==> config.mk <==
export PLATFORM = sky130hd
export DESIGN_NAME = bin_to_bcd_seq_flat
export DESIGN_NICKNAME = d
export VERILOG_FILES = /design/src/rtl/bin_to_bcd_seq_if.sv /design/src/rtl/bin_to_bcd_seq.sv /design/src/flat_wrapper.sv
export SDC_FILE = /design/constraint.sdc
export NUM_CORES = 1
export LEC_CHECK = 0
export ABC_AREA = 1
export CORE_ASPECT_RATIO = 0.75
export CORE_MARGIN = 5
export CORE_UTILIZATION = 30
export DETAILED_ROUTE_END_ITERATION = 12
export SETUP_SLACK_MARGIN = 0.2
export SYNTH_ARGS = -nofsm -noshare
export SYNTH_HDL_FRONTEND = slang
export SYNTH_SLANG_ARGS = --single-unit
==> constraint.sdc <==
create_clock -name clk -period 1.3 [get_ports clk]
set_clock_uncertainty 0.1 [all_clocks]
set_input_delay 0.26 -clock clk [delete_from_list [all_inputs] [get_ports clk]]
set_output_delay 0.26 -clock clk [all_outputs]
set_load 0.02 [all_outputs]
==> src/rtl/bin_to_bcd_seq_if.sv <==
// ============================================================================
// Module      : bin_to_bcd_seq_if
// Description : Start/busy/done handshake and result bus of the converter.
// Revision    : 1.0
// ============================================================================
`default_nettype none

interface bin_to_bcd_seq_if #(
    parameter int WIDTH  = 8,
    parameter int DIGITS = 3
);
    logic                  start;
    logic [WIDTH-1:0]      bin;
    logic [4*DIGITS-1:0]   bcd;
    logic                  done;
    logic                  busy;
    logic                  overflow;

    modport master (
        output start,
        output bin,
        input  bcd,
        input  done,
        input  busy,
        input  overflow
    );

    modport slave (
        input  start,
        input  bin,
        output bcd,
        output done,
        output busy,
        output overflow
    );
endinterface

`default_nettype wire

==> src/rtl/bin_to_bcd_seq.sv <==
// ============================================================================
// Module      : bin_to_bcd_seq
// Description : Sequential double-dabble binary-to-BCD converter, one bit/clk.
// Revision    : 1.0
// ============================================================================
`default_nettype none

module bin_to_bcd_seq #(
    parameter int WIDTH  = 8,
    parameter int DIGITS = 3
) (
    input  wire              clk,
    input  wire              rst_n,
    bin_to_bcd_seq_if.slave  bus
);
    localparam int CNT_W = $clog2(WIDTH + 1);
    localparam int BCD_W = 4 * DIGITS;
    localparam logic [CNT_W-1:0] c_LAST = CNT_W'(WIDTH - 1);

    typedef enum logic [0:0] {
        S_IDLE = 1'b0,
        S_CONV = 1'b1
    } state_t;

    state_t             state_q;
    logic [WIDTH-1:0]   bin_q;
    logic [BCD_W-1:0]   scr_q;
    logic               ovf_scr_q;
    logic [CNT_W-1:0]   cnt_q;
    logic [BCD_W-1:0]   bcd_q;
    logic               ovf_q;
    logic               done_q;
    logic               busy_q;

    logic [BCD_W-1:0]   adj_w;
    logic [BCD_W-1:0]   scr_d;
    logic [WIDTH-1:0]   bin_d;
    logic               ovf_scr_d;

    // Each nibble is adjusted independently; carries only move via the shift.
    for (genvar i = 0; i < DIGITS; i++) begin : g_adj
        assign adj_w[4*i +: 4] = (scr_q[4*i +: 4] >= 4'd5) ? (scr_q[4*i +: 4] + 4'd3)
                                                             : scr_q[4*i +: 4];
    end

    if (BCD_W > 1) begin : g_shift_wide
        assign scr_d = {adj_w[BCD_W-2:0], bin_q[WIDTH-1]};
    end else begin : g_shift_narrow
        assign scr_d = bin_q[WIDTH-1];
    end

    assign bin_d     = bin_q << 1;
    assign ovf_scr_d = ovf_scr_q | adj_w[BCD_W-1];

    always_ff @(posedge clk or negedge rst_n) begin
        if (!rst_n) begin
            state_q   <= S_IDLE;
            bin_q     <= '0;
            scr_q     <= '0;
            ovf_scr_q <= 1'b0;
            cnt_q     <= '0;
            bcd_q     <= '0;
            ovf_q     <= 1'b0;
            done_q    <= 1'b0;
            busy_q    <= 1'b0;
        end else begin
            done_q <= 1'b0;
            case (state_q)
                S_IDLE: begin
                    if (bus.start) begin
                        bin_q     <= bus.bin;
                        scr_q     <= '0;
                        ovf_scr_q <= 1'b0;
                        cnt_q     <= '0;
                        busy_q    <= 1'b1;
                        state_q   <= S_CONV;
                    end
                end
                S_CONV: begin
                    bin_q     <= bin_d;
                    scr_q     <= scr_d;
                    ovf_scr_q <= ovf_scr_d;
                    cnt_q     <= cnt_q + 1'b1;
                    if (cnt_q == c_LAST) begin
                        bcd_q   <= scr_d;
                        ovf_q   <= ovf_scr_d;
                        done_q  <= 1'b1;
                        busy_q  <= 1'b0;
                        state_q <= S_IDLE;
                    end
                end
                default: begin
                    state_q <= S_IDLE;
                    busy_q  <= 1'b0;
                end
            endcase
        end
    end

    assign bus.bcd      = bcd_q;
    assign bus.overflow = ovf_q;
    assign bus.done     = done_q;
    assign bus.busy     = busy_q;
endmodule

`default_nettype wire

==> src/flat_wrapper.sv <==
// flat-port wrapper written by rule: the top's interface ports become plain ports
module bin_to_bcd_seq_flat 
#(
    parameter int WIDTH  = 8,
    parameter int DIGITS = 3
)
  (clk, rst_n, bus_start, bus_bin, bus_bcd, bus_done, bus_busy, bus_overflow);
  bin_to_bcd_seq_if #(.WIDTH(WIDTH), .DIGITS(DIGITS)) bus_i ();
  input  wire clk;
  input  wire rst_n;
  input wire logic [$bits(bus_i.start)-1:0] bus_start;
  input wire logic [$bits(bus_i.bin)-1:0] bus_bin;
  output wire logic [$bits(bus_i.bcd)-1:0] bus_bcd;
  output wire logic [$bits(bus_i.done)-1:0] bus_done;
  output wire logic [$bits(bus_i.busy)-1:0] bus_busy;
  output wire logic [$bits(bus_i.overflow)-1:0] bus_overflow;
  assign bus_i.start = bus_start;
  assign bus_i.bin = bus_bin;
  assign bus_bcd = bus_i.bcd;
  assign bus_done = bus_i.done;
  assign bus_busy = bus_i.busy;
  assign bus_overflow = bus_i.overflow;
  bin_to_bcd_seq #(.WIDTH(WIDTH), .DIGITS(DIGITS)) u_core (.clk(clk), .rst_n(rst_n), .bus(bus_i));
endmodule
==> reports/qor.csv, run 1 <==
metric,value,unit
Post-DRT Antenna Nets,0,
largest delay contributor family on the critical path,flip-flops,
Worst Path Max Fanout,4,
"Reg clk slew, reported paths",0.08,ns
Setup Viol. Count Final,25,
Initial Utilization,0.3069,
biggest area consumer among synthesized cells,dfrtp_1,
Max Clk Rate,0.7076,GHz
DIE WIDTH,102.6,microns
buffers added on ports,25,
ys flop type,dfrtp_1,
final hold slack,0.3485,ns
iteration count of the initial detailed-routing pass,4,
Core Box Area,0.006287,sq mm
RSZ-0062 raised after global routing,true,
worst slack at placement,-0.1497,ns
htree depth,2,
PwrDens,2562,mW/mm^2
share of cells above drive strength 1,0.5556,
vias in the first global route,1869,
leakage,1.658,nW
final core utilization,0.5319,
outcome,"complete, but fails checks",
synthesized cell area,0.001929,sq mm
Max VDD drop,0.001039,V
CP Capture Type,flop,
drt drc,0,
clock sink count,41,
initial antenna violation count,0,
instance count of the mapped netlist,227,
Max Buffers Root-to-Sink,2,
DPL Wire Length,3.136,mm
synth top area cells,"dfrtp_1 (53%), nand2_1 (16%), nand3_1 (7.8%)",
Nets,332,
Slew HR,0.7549,
endpoints failing hold,0,
Post-synth top cells,"nand2_1 (84), dfrtp_1 (41), nand3_1 (30), inv_1 (21), o21ai_0 (15)",
Num CTS Buffers,5,
all-layer global routing usage,0.1376,
worst endpoint data arrival time,1.51,ns
Tcrit/Tclk final,1.087,
Final Wtd Congestion,0.7827,
ANT cells,0,
Rows,25,
Die Footprint,0.008152,sq mm
via count,1877,
1st-iter DRT viols,74,
Worst Slack Setup Final,-0.1132,ns
largest net degree at the start of global routing,42,
register area,0.001028,sq mm
number of enable flip-flop cells after synthesis,0,
syn avg cell area,8.499,sq um
WP buf/inv,1,
Tightest Pin Transition,0.3672,ns
crit path launch type,flop,
Ys Warns,0,
die height,79.45,microns
post-route setup TNS,-1.797,ns
drt total wl,5.718,mm
io pins,26,
Hold Crit Class,input pin to async pin,
sequential fraction of the synthesis area,0.5318,
GRT overflow,0,
filler cell count,556,
post-DR vias/cell,4.740,
wire length per cell,14.44,microns
max incr delay on CP,0.45,ns
CTS tree,done,
most common cell in the netlist,nand2_1,
CP Data Required Time,1.40,ns
asr flop ratio synth,1.000,
first-pass GRT wire length,8.611,mm
clock root buffer,clkbuf_8,
area growth from synthesis to layout,73.35,%
final slew viol count,0,
syn nets,245,
Crit Path Class,flop to flop,
fin crit period,1.413,ns
CP max stage cell,dfrtp_2,
multi-input logic area,0.001186,sq mm
failing checks,negative setup slack,
worst-path cell chain,ha_1 > nand2_1 > nand2_4 > inv_6 > nand3_2 > nand3_2 > nand2_1,
Yosys reg bits,41,
latest clock arrival within the worst-skew pair,0.31,ns
synth unique cells,19,
MaxCap Viol Count,0,
Yosys top cell area share,0.5318,
==> repair_timing <==
item | in CTS | in global routing
setup endpoints to repair | 56 | 56
hold buffers | 1 | 0
gates resized for setup | 141 | 80
hold endpoints to repair | 41 | 0
setup buffers | 21 | 13
pin swaps | 13 | 30
==> cell type report <==
class                           count  share of cell area
Multi-Input combinational cell    158              0.3547
Inverter                           22             0.03143
Tap cell                           81             0.03030
Timing Repair Buffer               86              0.2458
Clock inverter                      1            0.001496
Sequential cell                    41              0.3075
Clock buffer                        7             0.02881
==> kinds of logic (layout without fill, tap and decap cells) <==
group,Yosys count,after routing,synth area share
compound gates,27,27,0.08042
fa+ha+maj,7,7,0.04539
buf+inv,28,116,0.06550
flops,41,41,0.5318
simple gates,124,124,0.2769
==> worst paths after layout <==
check                                 from                to  slack (ns)  cells after the start
max in group asynchronous            rst_n    u_core.state_q        0.53                      3
max                        u_core.scr_q[8]  u_core.scr_q[10]       -0.11                      7
min                                  rst_n   u_core.cnt_q[3]        0.35                      3
max reg2reg                u_core.scr_q[8]  u_core.scr_q[10]       -0.11                      7
min in group clk           u_core.bin_q[3]   u_core.bin_q[3]        0.40                      2
min reg2reg                u_core.bin_q[3]   u_core.bin_q[3]        0.40                      2
==> flip-flops by register name, indices dropped and copies added, names as in the netlist <==
register             cells
u_core.bus.bcd          12
u_core.scr_q            12
u_core.bin_q             8
u_core.cnt_q             4
u_core.bus.busy          1
u_core.bus.done          1
u_core.bus.overflow      1
u_core.ovf_scr_q         1
u_core.state_q           1
==> power breakdown <==
part	internal (mW)	switching, mW
logic	2.56	2.69
registers	1.86	0.514
clock network	0.480	0.467
==> stage by stage <==
| step | instances | total power [mW] | area (sq um) |
|---|---|---|---|
| floorplan | 227 | 4.153 | 1961 |
| global placement | 353 | 5.319 | 2471 |
| global route | 396 | 9.140 | 3344 |
| detailed placement | 353 | 5.387 | 2471 |
| finish | 396 | 8.567 | 3344 |
| CTS | 383 | 7.365 | 2929 |
==> worst min-delay path: stages <==
cell and delay, ns:
dlygate4sd3_1 0.52, buf_2 0.12, buf_12 0.23
==> metal layers <==
layer	track usage	vias up	routed length (microns)
li1	-	914	-
met1	0.1803	918	2420
met2	0.2146	36	2941
met3	0.04105	9	273
met4	0.04980	0	82
met5	0	-	0
==> placed cells by master, fill, tap and decap left out, types with 6 or more instances in the layout <==
cell type        instances
inv_2                   11
dfrtp_1                 39
buf_4                   42
o21ai_2                  6
nand3_2                 27
nand2_4                 13
buf_6                   29
clkdlybuf4s50_1          9
nand2_2                 11
nand2_1                 60
inv_1                    8
clkbuf_8                 7
Power figures use the tool's default switching activity.
==> inputs of run 2 (changes only) <==
--- a/config.mk
+++ b/config.mk
@@ -7,7 +7,6 @@
 export LEC_CHECK = 0
 export ABC_AREA = 1
 export CORE_ASPECT_RATIO = 0.75
-export CORE_MARGIN = 5
 export CORE_UTILIZATION = 30
 export DETAILED_ROUTE_END_ITERATION = 12
 export SETUP_SLACK_MARGIN = 0.2
==> run 2 against run 1 <==
Effect of this change: the run still ends with negative setup slack left; cell area decreased by 6.2%; core utilization decreased by 0.96 points; sequential share of layout area increased by 2.0 points; register-to-register slack improved by 0.05 ns; die area decreased by 17%; clock power decreased by 12%; via count decreased by 4.7%; sequential power about the same; clock-buffer cell count decreased by 1; largest power group unchanged.
==> reports/qor.csv, run 2 (synthesis gave the netlist of run 1 again) <==
metric,value,unit,change
slack of the worst reg-to-reg path,-0.07,ns,was -0.11 ns
Die Footprint,0.006759,sq mm,was 0.008152 sq mm
first element of the critical path,u_core.scr_q[0],,was u_core.scr_q[8]
Tcrit/Tclk final,1.052,,was 1.087
Hold Crit Class,input pin to async pin,,unchanged
Final Wtd Congestion,0.7807,,was 0.7827
drt total wl,5.047,mm,was 5.718 mm
die height,71.45,microns,was 79.45 microns
initial antenna violation count,0,,unchanged
Worst Slack Setup Final,-0.06761,ns,was -0.1132 ns
Pwr Total,7.947,mW,was 8.567 mW
DIE WIDTH,94.60,microns,was 102.6 microns
max incr delay on CP,0.42,ns,was 0.45 ns
"Reg clk slew, reported paths",0.08,ns,about the same
DPL Wire Length,3.076,mm,was 3.136 mm
outcome,"complete, but fails checks",,unchanged
iteration count of the initial detailed-routing pass,4,,unchanged
leakage,1.561,nW,was 1.658 nW
CP max stage cell,dfrtp_1,,was dfrtp_2
PwrDens,2534,mW/mm^2,was 2562 mW/mm^2
htree depth,2,,unchanged
io pins,26,,unchanged
ANT cells,0,,unchanged
CP Data Required Time,1.44,ns,was 1.40 ns
Max Buffers Root-to-Sink,2,,unchanged
R2R Path Start,u_core.scr_q[0],,was u_core.scr_q[8]
Rows,24,,was 25
Nets,322,,was 332
Setup Viol. Count Final,21,,was 25
Non-Filler Instances,383,,was 396
register area,0.001027,sq mm,was 0.001028 sq mm
filler cell count,559,,was 556
CP Capture Type,flop,,unchanged
multi-input logic area,0.001115,sq mm,was 0.001186 sq mm
RSZ-0062 raised after global routing,true,,unchanged
crit path launch type,flop,,unchanged
Initial Utilization,0.3212,,was 0.3069
Num CTS Buffers,5,,unchanged
worst-path cell chain,inv_2 > ha_4 > inv_2 > o21ai_4 > nand2_4 > nand2_4 > nand3_2 > nand2_1,,was ha_1 > nand2_1 > nand2_4 > inv_6 > nand3_2 > nand3_2 > nand2_1
post-DR vias/cell,4.671,,was 4.740
share of cells above drive strength 1,0.5082,,was 0.5556
Worst Path Max Fanout,4,,unchanged
latest clock arrival within the worst-skew pair,0.30,ns,was 0.31 ns
worst endpoint data arrival time,1.50,ns,was 1.51 ns
largest net degree at the start of global routing,31,,was 42
r2r endpoint,u_core.scr_q[1],,was u_core.scr_q[10]
CTS tree,done,,unchanged
R2R cell count,8,,was 7
drt drc,0,,unchanged
GRT overflow,0,,unchanged
1st-iter DRT viols,31,,was 74
first-pass GRT wire length,7.879,mm,was 8.611 mm
final slew viol count,0,,unchanged
wire length per cell,13.18,microns,was 14.44 microns
failing checks,negative setup slack,,unchanged
Core Box Area,0.006006,sq mm,was 0.006287 sq mm
via count,1789,,was 1877
all-layer global routing usage,0.1515,,was 0.1376
MaxCap Viol Count,0,,unchanged
Post-DRT Antenna Nets,0,,unchanged
final core utilization,0.5223,,was 0.5319
final hold slack,0.2666,ns,was 0.3485 ns
area growth from synthesis to layout,62.58,%,was 73.35%
clock root buffer,clkbuf_8,,unchanged
fin crit period,1.368,ns,was 1.413 ns
"commonest non-fill, non-tap cell in the layout",nand2_1,,unchanged
Slew HR,0.8028,,was 0.7549
clock sink count,41,,unchanged
placed cell count,349,,was 353
Tightest Pin Transition,0.2957,ns,was 0.3672 ns
buffers added on ports,25,,unchanged
endpoints failing hold,0,,unchanged
most frequent cells in the layout,"nand2_1 (58), dfrtp_1 (40), buf_4 (38), buf_6 (23), nand3_2 (22)",,"was nand2_1 (60), buf_4 (42), dfrtp_1 (39), buf_6 (29), nand3_2 (27)"
Max Clk Rate,0.7312,GHz,was 0.7076 GHz
Max VDD drop,0.0008359,V,was 0.001039 V
vias in the first global route,1736,,was 1869
worst setup path endpoint,u_core.scr_q[1],,was u_core.scr_q[10]
Crit Path Class,flop to flop,,unchanged
[run 2: power by group]
group / switching (mW) / total [mW] / internal [mW] / leakage, nW
Combinational: 2.40 / 4.75 / 2.35 / 1.01
Clock: 0.464 / 0.837 / 0.373 / 0.0450
Sequential: 0.506 / 2.36 / 1.86 / 0.510
Total: 3.37 / 7.95 / 4.57 / 1.56
[run 2: stage by stage]
step	instance area, sq um	setup TNS, ns	setup slack [ns]
2_1_floorplan	1961	0	0.02115
3_5_place_dp	2485	-3.458	-0.1619
3_3_place_gp	2485	-2.907	-0.1535
4_1_cts	2872	-0.5174	-0.05916
6_report	3137	-0.7310	-0.06761
5_1_grt	3137	-2.370	-0.1367
[run 2: area by class of cell]
| class | count | share of cell area |
|---|---|---|
| Clock buffer | 6 | 0.02314 |
| Clock inverter | 2 | 0.003191 |
| Inverter | 22 | 0.02792 |
| Multi-Input combinational cell | 158 | 0.3554 |
| Sequential cell | 41 | 0.3275 |
| Tap cell | 78 | 0.03111 |
| Timing Repair Buffer | 76 | 0.2318 |
[run 2: timing repair]
item,4_1_cts,5_1_grt
pin swaps,15,28
cloned,1,0
setup buffers,17,7
resized for setup,137,57
hold buffers,1,0
hold endpoints to repair,11,0
endpoints found under the setup margin,56,56
[run 2: worst max-delay path: cells and delay by family, from the launching register on]
family          cells  cell delay, ns
compound gates      1            0.20
fa+ha+maj           1            0.13
buf+inv             2            0.13
flops               1            0.42
simple gates        4            0.33
[run 2: metal layers]
| metal | global-route usage | vias up | part of all wire |
|---|---|---|---|
| li1 | - | 897 | - |
| met1 | 0.2050 | 851 | 0.46 |
| met3 | 0.03822 | 9 | 0.038 |
| met5 | 0 | - | 0 |
| met4 | 0.03872 | 0 | 0.012 |
| met2 | 0.2430 | 32 | 0.49 |
[run 2: worst min-delay path by stage]
stage | from | end | slack (ns)
after floorplan | rst_n | u_core.bin_q[0] | -0.14
after global placement | rst_n | u_core.scr_q[2] | 0.06
after detailed placement | rst_n | u_core.scr_q[2] | 0.07
after CTS | rst_n | u_core.bus.bcd[11] | 0.28
after global routing | rst_n | u_core.bus.bcd[4] | 0.30
final | rst_n | u_core.bus.bcd[7] | 0.27
==> inputs of run 3 (changes only) <==
--- a/config.mk
+++ b/config.mk
@@ -5,10 +5,10 @@
 export SDC_FILE = /design/constraint.sdc
 export NUM_CORES = 1
 export LEC_CHECK = 0
-export ABC_AREA = 1
 export CORE_ASPECT_RATIO = 0.75
 export CORE_UTILIZATION = 30
 export DETAILED_ROUTE_END_ITERATION = 12
+export MAX_ROUTING_LAYER = met4
 export SETUP_SLACK_MARGIN = 0.2
 export SYNTH_ARGS = -nofsm -noshare
 export SYNTH_HDL_FRONTEND = slang
==> constraint.sdc (replaced) <==
create_clock -name clk -period 1.3 [get_ports clk]
set_clock_uncertainty 0.1 [all_clocks]
set_input_delay 0.26 -clock clk [delete_from_list [all_inputs] [get_ports clk]]
set_output_delay 0.26 -clock clk [all_outputs]
set_load 0.1 [all_outputs]
==> run 3 against run 2 <==
Effect of this change: the flow still finishes with violations (negative setup slack); register-to-register slack lost 0.22 ns; sequential cell count is the same; cell area grew 0.76%; worst setup slack lost 0.22 ns; die area shrank 1.8%; cell count shrank 15%; area after synthesis shrank 1.9%; core utilization grew 0.93 points; fmax shrank 14%; first-iteration DRC count grew 140%; non-clock buffer count shrank 8; global-route usage shrank 0.41 points.
==> reports/qor.csv, run 3 <==
metric,value,unit,change
share of cells above drive strength 1,0.4879,,was 0.5082
Die Footprint,0.006635,sq mm,was 0.006759 sq mm
first-pass GRT wire length,7.279,mm,was 7.879 mm
fin crit period,1.583,ns,was 1.368 ns
drt drc,0,,unchanged
biggest area consumer among synthesized cells,dfrtp_1,,unchanged
synthesized cell area,0.001893,sq mm,was 0.001929 sq mm
Max Buffers Root-to-Sink,2,,unchanged
Nets,265,,was 322
instance count of the mapped netlist,180,,was 227
Rows,24,,unchanged
wire length per cell,13.31,microns,was 13.18 microns
"commonest non-fill, non-tap cell in the layout",buf_4,,was nand2_1
Simple-Gate Fraction of Synth Area,0.1223,,was 0.2769
Initial Utilization,0.3184,,was 0.3212
syn nets,198,,was 245
synth unique cells,26,,was 19
clock root buffer,clkbuf_8,,unchanged
Slew HR,0.7952,,was 0.8028
GRT overflow,0,,unchanged
Tcrit/Tclk final,1.218,,was 1.052
post-DR vias/cell,4.687,,was 4.671
MaxCap Viol Count,0,,unchanged
failing checks,negative setup slack,,unchanged
area growth from synthesis to layout,66.95,%,was 62.58%
die height,70.80,microns,was 71.45 microns
asr flop ratio synth,1.000,,unchanged
syn avg cell area,10.52,sq um,was 8.499 sq um
post-route setup TNS,-4.778,ns,was -0.7310 ns
1st-iter DRT viols,73,,was 31
outcome,"complete, but fails checks",,unchanged
CTS tree,done,,unchanged
iteration count of the initial detailed-routing pass,4,,unchanged
drt total wl,4.340,mm,was 5.047 mm
Post-DRT Antenna Nets,0,,unchanged
htree depth,2,,unchanged
DPL Wire Length,2.636,mm,was 3.076 mm
Num CTS Buffers,5,,unchanged
Yosys top cell area share,0.5420,,was 0.5318
Ys Warns,0,,unchanged
synth top area cells,"dfrtp_1 (54%), mux2i_1 (5.8%), o21ai_0 (5.3%)",,"was dfrtp_1 (53%), nand2_1 (16%), nand3_1 (7.8%)"
main combinational cell family by area after synthesis,compound AO/OA/AOI/OAI gates,,was simple AND/OR/NAND/NOR gates
Final Wtd Congestion,0.7849,,was 0.7807
sequential fraction of the synthesis area,0.5420,,was 0.5318
crit path launch type,flop,,unchanged
Worst Path Max Fanout,5,,was 4
worst endpoint data arrival time,1.67,ns,was 1.50 ns
DIE WIDTH,93.73,microns,was 94.60 microns
clock sink count,41,,unchanged
Worst Slack Setup Final,-0.2830,ns,was -0.06761 ns
CP Data Required Time,1.38,ns,was 1.44 ns
Core Box Area,0.005946,sq mm,was 0.006006 sq mm
RSZ-0062 raised after global routing,true,,unchanged
Setup Viol. Count Final,27,,was 21
final slew viol count,0,,unchanged
Post-synth top cells,"dfrtp_1 (41), nand2_1 (24), o21ai_0 (20), a21oi_1 (11), mux2i_1 (11)",,"was nand2_1 (84), dfrtp_1 (41), nand3_1 (30), inv_1 (21), o21ai_0 (15)"
most common cell in the netlist,dfrtp_1,,was nand2_1
ANT cells,0,,unchanged
via count,1528,,was 1789
io pins,26,,unchanged
largest net degree at the start of global routing,42,,was 31
CP Capture Type,flop,,unchanged
XOR/XNOR Fraction of Synth Area,0.02313,,was 0
most frequent cells in the layout,"buf_4 (33), dfrtp_1 (31), nand2_1 (24), buf_12 (18), o21ai_0 (14)",,"was nand2_1 (58), dfrtp_1 (40), buf_4 (38), buf_6 (23), nand3_2 (22)"
endpoints failing hold,0,,unchanged
post-synthesis mux area share,0.09385,,was 0
Crit Path Class,flop to flop,,unchanged
Tightest Pin Transition,0.3072,ns,was 0.2957 ns
Hold Crit Class,input pin to async pin,,unchanged
Max Clk Rate,0.6317,GHz,was 0.7312 GHz
ys flop type,dfrtp_1,,unchanged
latest clock arrival within the worst-skew pair,0.30,ns,about the same
initial antenna violation count,0,,unchanged
vias in the first global route,1516,,was 1736
complex-gate fraction of the synthesized area,0.1309,,was 0.08042
number of enable flip-flop cells after synthesis,0,,unchanged
"Reg clk slew, reported paths",0.08,ns,about the same
Adder-Cell Fraction of Synth Area,0.04627,,was 0.04540
buffers added on ports,25,,unchanged
all-layer global routing usage,0.1474,,was 0.1515
Yosys reg bits,41,,unchanged
==> run 3: logic make-up after synthesis <==
group / Yosys count
AO/OA/AOI/OAI: 44
XOR/XNOR: 5
adder cells (fa/ha/maj): 7
buffers and inverters: 18
flip-flops: 41
multiplexers: 17
AND/OR/NAND/NOR: 48
==> run 3: critical path: stages (launching register included) <==
cell     delay (ns)
dfrtp_1        0.36
ha_1           0.16
nand2_1        0.05
or3_4          0.38
inv_8          0.09
mux2_2         0.33
==> run 3: final cells by class <==
class,count,area [sq um]
clock buffer,5,68.82
sequential,41,1039
fill,523,2785
multi-input combinational,121,1042
clock inverter,3,65.06
timing repair buffer,68,800.8
timing repair inverter,1,6.256
inverter,9,41.29
tap,78,97.59
==> run 3: final timing paths <==
path | start | to | slack, ns | cells after the start
max reg2reg | u_core.cnt_q[0] | u_core.bus.bcd[1] | -0.28 | 5
min reg2reg | u_core.bin_q[1] | u_core.bin_q[2] | 0.39 | 2
max in group asynchronous | rst_n | u_core.bus.bcd[3] | 0.51 | 3
min | rst_n | u_core.scr_q[7] | 0.36 | 3
max | u_core.cnt_q[0] | u_core.bus.bcd[1] | -0.28 | 5
min in group clk | u_core.bin_q[1] | u_core.bin_q[2] | 0.39 | 2
==> run 3: through the flow <==
stage | instances | setup WS (ns) | instance area (sq um) | utilization | hold slack [ns]
floorplan | 180 | -0.3474 | 2001 | - | -0.1356
global placement | 301 | -0.3559 | 2665 | 0.4482 | 0.1497
detailed placement | 301 | -0.4075 | 2665 | 0.4482 | 0.1537
CTS | 323 | -0.2870 | 3087 | 0.5192 | 0.3705
global route | 326 | -0.3628 | 3161 | 0.5316 | 0.3906
finish | 326 | -0.2830 | 3161 | 0.5316 | 0.3616
==> run 3: layer usage <==
layer / GRT usage / part of all wire / up-vias
met1: 0.1910 / 0.45 / 731
met4: 0.03932 / 0.014 / 0
met2: 0.2303 / 0.50 / 33
met3: 0.03656 / 0.034 / 10
li1: - / - / 754
met5: - / 0 / -
==> run 3: repair_timing <==
action	CTS	global route
gates resized for setup	45	9
gates cloned	2	0
setup endpoints to repair	56	47
hold buffers	1	0
hold endpoints to repair	41	0
pin swaps	7	10
buffers inserted	11	3
Power of run 3 is left out: the tool's default activity adds up to more than one toggle a clock period on the data nets, which glitch-free logic cannot reach.
